File: config.mk
export PLATFORM = sky130hd
export DESIGN_NAME = fp_sum_normalizer
export DESIGN_NICKNAME = d
export VERILOG_FILES = /design/src/rtl/fp_sum_normalizer.sv
export SDC_FILE = /design/constraint.sdc
export NUM_CORES = 1
export LEC_CHECK = 0
export BUFFER_PORTS_ARGS = -buffer_cell sky130_fd_sc_hd__buf_2
export CORE_MARGIN = 2
export CORE_UTILIZATION = 61
export CTS_BUF_LIST = sky130_fd_sc_hd__clkbuf_4 sky130_fd_sc_hd__clkbuf_8
export CTS_CLUSTER_SIZE = 28
export DETAILED_ROUTE_END_ITERATION = 8
export GPL_TIMING_DRIVEN = 0
export MAX_ROUTING_LAYER = met4
export PLACE_DENSITY = 0.91
export REMOVE_ABC_BUFFERS = 1
export SLEW_MARGIN = 20
export SYNTH_ARGS = -nofsm -noshare
export SYNTH_HDL_FRONTEND = slang
export SYNTH_SLANG_ARGS = --single-unit
export TNS_END_PERCENT = 5
File: constraint.sdc
create_clock -name clk -period 3.4 [get_ports clk]
set_clock_uncertainty 0.05 [all_clocks]
set_input_delay 0.68 -clock clk [delete_from_list [all_inputs] [get_ports clk]]
set_output_delay 0.68 -clock clk [all_outputs]
set_load 0.01 [all_outputs]
File: src/rtl/fp_sum_normalizer.sv
// fp_sum_normalizer: renormalises the raw mantissa sum from the FP adder
// front end, one shift per clock, and re-packs sign/exponent/fraction.
// Truncating (no rounding); zero is flushed; overflow and underflow are flagged.
module fp_sum_normalizer #(
   parameter int EXP_W = 3,
   parameter int MAN_W = 4
) (
   input  logic             clk,
   input  logic             rst_n,
   input  logic             in_valid,
   output logic             in_ready,
   input  logic             in_sign,
   input  logic [EXP_W-1:0] in_exp,
   input  logic [MAN_W+1:0] in_mant,
   output logic             out_valid,
   input  logic             out_ready,
   output logic             out_sign,
   output logic [EXP_W-1:0] out_exp,
   output logic [MAN_W-1:0] out_frac,
   output logic             out_zero,
   output logic             out_ovf,
   output logic             out_unf
);

   localparam int MW = MAN_W + 2;   // carry + hidden + fraction
   localparam int XW = EXP_W + 1;   // one spare bit so exp+1 / exp-1 never wrap
   localparam logic [XW-1:0] EXP_MAX = XW'((1 << EXP_W) - 1);

   typedef enum logic [1:0] {IDLE, NORM, DONE} state_t;

   state_t            state_reg, state_next;
   logic [MW-1:0]     mant_reg,  mant_next;
   logic [XW-1:0]     exp_reg,   exp_next;
   logic              sign_reg,  sign_next;

   // Packed result computed in NORM; loaded into the out_* registers on the
   // edge that enters DONE.
   logic              load_out;
   logic [EXP_W-1:0]  res_exp_next;
   logic [MAN_W-1:0]  res_frac_next;
   logic              res_zero_next, res_ovf_next, res_unf_next;

   logic [XW-1:0]     exp_inc, exp_dec;

   assign exp_inc = exp_reg + 1'b1;
   assign exp_dec = exp_reg - 1'b1;

   // State and working registers.
   always_ff @(posedge clk) begin
      if (!rst_n) begin
         state_reg <= IDLE;
         mant_reg  <= '0;
         exp_reg   <= '0;
         sign_reg  <= 1'b0;
      end else begin
         state_reg <= state_next;
         mant_reg  <= mant_next;
         exp_reg   <= exp_next;
         sign_reg  <= sign_next;
      end
   end

   // Next-state and normalisation step: one priority-ordered decision per NORM cycle.
   always_comb begin
      state_next    = state_reg;
      mant_next     = mant_reg;
      exp_next      = exp_reg;
      sign_next     = sign_reg;
      load_out      = 1'b0;
      res_exp_next  = '0;
      res_frac_next = '0;
      res_zero_next = 1'b0;
      res_ovf_next  = 1'b0;
      res_unf_next  = 1'b0;
      case (state_reg)
         IDLE: begin
            if (in_valid) begin
               sign_next  = in_sign;
               exp_next   = {1'b0, in_exp};
               mant_next  = in_mant;
               state_next = NORM;
            end
         end
         NORM: begin
            if (mant_reg == '0) begin
               // Exact cancellation: flush to zero.
               load_out      = 1'b1;
               res_zero_next = 1'b1;
               state_next    = DONE;
            end else if (mant_reg[MW-1]) begin
               // Carry out: one right shift (LSB dropped), exponent up.
               // An exponent already at the inf code also saturates here.
               load_out   = 1'b1;
               state_next = DONE;
               if (exp_inc >= EXP_MAX) begin
                  res_ovf_next = 1'b1;
                  res_exp_next = EXP_MAX[EXP_W-1:0];
               end else begin
                  res_exp_next  = exp_inc[EXP_W-1:0];
                  res_frac_next = mant_reg[MAN_W:1];
               end
            end else if (mant_reg[MAN_W]) begin
               // Hidden bit in place: already normalised.
               load_out      = 1'b1;
               res_exp_next  = exp_reg[EXP_W-1:0];
               res_frac_next = mant_reg[MAN_W-1:0];
               state_next    = DONE;
            end else if (exp_reg <= XW'(1)) begin
               // Another left shift would reach the zero exponent code.
               load_out     = 1'b1;
               res_unf_next = 1'b1;
               state_next   = DONE;
            end else begin
               mant_next = {mant_reg[MW-2:0], 1'b0};
               exp_next  = exp_dec;
            end
         end
         DONE: begin
            if (out_ready) state_next = IDLE;
         end
         default: state_next = IDLE;
      endcase
   end

   // Handshake outputs decoded from state; nothing is accepted while in reset.
   always_comb begin
      in_ready  = rst_n && (state_reg == IDLE);
      out_valid = (state_reg == DONE);
   end

   // Result registers: cleared by reset, loaded on entry to DONE, held otherwise.
   always_ff @(posedge clk) begin
      if (!rst_n) begin
         out_sign <= 1'b0;
         out_exp  <= '0;
         out_frac <= '0;
         out_zero <= 1'b0;
         out_ovf  <= 1'b0;
         out_unf  <= 1'b0;
      end else if (load_out) begin
         out_sign <= sign_reg;
         out_exp  <= res_exp_next;
         out_frac <= res_frac_next;
         out_zero <= res_zero_next;
         out_ovf  <= res_ovf_next;
         out_unf  <= res_unf_next;
      end
   end

endmodule
==> impl_metrics.ini <==
[run_status]
status = finished clean

[grt]
grt_remaining_overflow = 0
grt_pass1_wl_mm = 5.49
globalRouteTotalUtil = 0.283
grt_start_max_net_pins = 21
initial_antenna_violation_count = 0
vias_in_the_first_global_route = 1268

[clocking]
post_cts.repair.setup_buffers = 0
path_clk_slew_ns = 0.13
root_buffer = sky130_fd_sc_hd__clkbuf_4
cts_tree = yes
clock_insertion_delay_worst_skew_ns = 0.32
numClockSinks = 24
number_of_clock_buffers_inserted_by_tritoncts = 3
h_tree_level_count = 1
post_cts_hold_buffer_count = 0
clock_path_buffers = 2
ctsResizeCount = 0

[logic_synthesis]
synth_edf_count = 0
synth_seq_cells = 24
fraction_of_the_mapped_netlist_area_in_compound_gates = 0.318
ys_top_cells_by_count = sky130_fd_sc_hd__dfxtp_1, sky130_fd_sc_hd__nand2_1, sky130_fd_sc_hd__a21oi_1
synth.largest_area_cell = sky130_fd_sc_hd__dfxtp_1
synth.lib_cells_used.distinct = 52
dominantRegCellSynth = sky130_fd_sc_hd__dfxtp_1
synth.area.top_cells = sky130_fd_sc_hd__dfxtp_1, sky130_fd_sc_hd__nand2_1, sky130_fd_sc_hd__a21oi_1
synthesis.area_per_instance_um2 = 8.54
synth_async_sr_flop_share = 0
synth.most_common_cell = sky130_fd_sc_hd__dfxtp_1
synth-seq-area-share = 0.352
syn_inst = 160
post_synth_instance_area_um2 = 1370
synth-simple-area-share = 0.208
yosys.area.top_type_share = 0.352
synth_top_family_by_area = compound AO/OA/AOI/OAI gates
synth-xor-area-share = 0.0192
synth.mux.area_fraction = 0.00733
synth-adder-area-share = 0.0366
yosysWarnings = 0

[sta]
timing.final.crit_share = 0.714
timing.final.crit_period_ns = 2.43
max_freq_mhz = 412
max-slew-margin-rel = 0.452
final_hold_violations = 0
timing.final.setup_violations = 0
setup-tns-final_ns = 0
worst_tran_pin_value_ns = 0.821
timing.hold.ws_ns = 0.447
timing_max_transition_violations_final = 0
rsz0062_at_grt = no

[placement]
post_place_instance_area_um2 = 1470
io_buffers = 26
gp_congestion = 0.859
dpl.hpwl_mm = 2.28
placed_cells = 203

[power_and_ir_drop]
p_leak_nw = 0.584
vdd_ir_drop_max_mv = 0.343
design_power_total_uw = 655
powerDensity_nw_per_um2 = 434

[routing]
postRouteAntennaNets = 0
drt_first_iter_violations = 51
total_wirelength_of_the_detailed_routed_design_mm = 3.30
via_per_inst = 6.62
highest_layer = met4
dr_wl_met3_um = 260
drt_pass1_iterations = 5
drc = 0
dr_total_vias = 1370
met2_wirelength_mm = 1.64
met1_length_mm = 1.32
wl_per_cell_um = 15.9

[worst_hold_path]
min_delay_path_depth = 2
timing.hold.worst.class = flop to flop
timing.hold.worst.start = out_sign
holdPathEnd = out_sign

[floorplanning]
die_area_um2 = 2630
io-pin-count = 27
floorplan.initialDensity = 0.630
rows = 17
floorplan.die.height_um = 51.3
core_area_um2 = 2170
chipWidth_um = 51.3

[setup_path]
cp_slowest_stage_delay_ns = 0.72
crit_path_start_kind = flop
path_max_fanout = 12
critical_path_required_ns = 3.61
worstSetupPathType = flop to flop
worstPathCellList = nor2b_1 -> o2111ai_4 -> or3_1 -> a211oi_2
reg2reg_path_depth = 4
path_delay_family = simple AND/OR/NAND/NOR gates
critPathSlowestCell = sky130_fd_sc_hd__nor2b_1
r2r-start = state_reg[0]
worst_setup_path_end_kind = flop
worst_r2r_endpoint = exp_reg[3]
worst-r2r-setup-slack_ns = 0.97
worstPathArrival_ns = 2.63
timing.critical_path.buf_inv = 0

[layout]
finish.cell_count_without_fillers = 207
finalNetCount = 198
largest_register_ffs = 6
diodes = 0
area_growth_pct = 10.4
postLayoutCellArea_um2 = 1510
layout-drive-gt1-share = 0.229

[run]
max_cap_viol_count = 0
[worst min-delay path: stages, from the launching register on]
cell and delay, ns:
sky130_fd_sc_hd__dfxtp_1 0.34, sky130_fd_sc_hd__nand2_1 0.05, sky130_fd_sc_hd__mux2i_1 0.07
[cells in the final DEF, fill, tap and decap left out, types with 5 or more instances in the layout]
cell type / n
sky130_fd_sc_hd__inv_1: 6
sky130_fd_sc_hd__a21oi_1: 12
sky130_fd_sc_hd__nor2_1: 10
sky130_fd_sc_hd__dfxtp_1: 24
sky130_fd_sc_hd__o21ai_1: 5
sky130_fd_sc_hd__nand2_1: 19
sky130_fd_sc_hd__nor3_1: 5
sky130_fd_sc_hd__buf_2: 26
[logic make-up (layout without fill, tap and decap cells)]
kind of cell | Yosys count | count (layout)
compound gates | 55 | 55
xor+xnor | 3 | 3
fa+ha+maj | 4 | 4
buf+inv | 17 | 36
flops | 24 | 24
mux | 1 | 1
simple gates | 56 | 56
[final cells by class]
cell class / count / area, um^2
multi-input cells: 119 / 805
fillers: 180 / 661
flip-flops and latches: 24 / 480
repair buffers: 26 / 130
clock buffers: 4 / 36.3
well taps: 28 / 35.0
inverters: 6 / 22.5
[stage by stage]
stage,utilization,setup WS (ns)
after detailed placement,0.679,1.05
after floorplan,-,1.39
final,0.696,0.973
after CTS,0.696,1.01
after global routing,0.696,0.816
after global placement,0.679,1.08
[worst max-delay path by stage]
stage	end	depth (start not counted)	slack, ns	from
6_report	exp_reg[3]	4	0.97	state_reg[0]
5_1_grt	exp_reg[3]	4	0.82	state_reg[0]
4_1_cts	exp_reg[3]	4	1.01	state_reg[0]
3_5_place_dp	in_ready	4	1.05	rst_n
3_3_place_gp	in_ready	4	1.08	rst_n
2_1_floorplan	exp_reg[3]	4	1.39	state_reg[0]
[power breakdown]
part	total [mW]	internal, mW	leakage (nW)	switching, mW
clock network	0.154	0.0655	0.0210	0.0886
logic	0.167	0.0637	0.367	0.103
registers	0.334	0.301	0.196	0.0337
total	0.655	0.430	0.584	0.225
[layer usage]
layer,track usage,vias up
li1,-,638
met1,0.345,642
met2,0.452,79
met3,0.0497,11
met4,0.140,0
met5,-,-
Power figures use the tool's default switching activity.
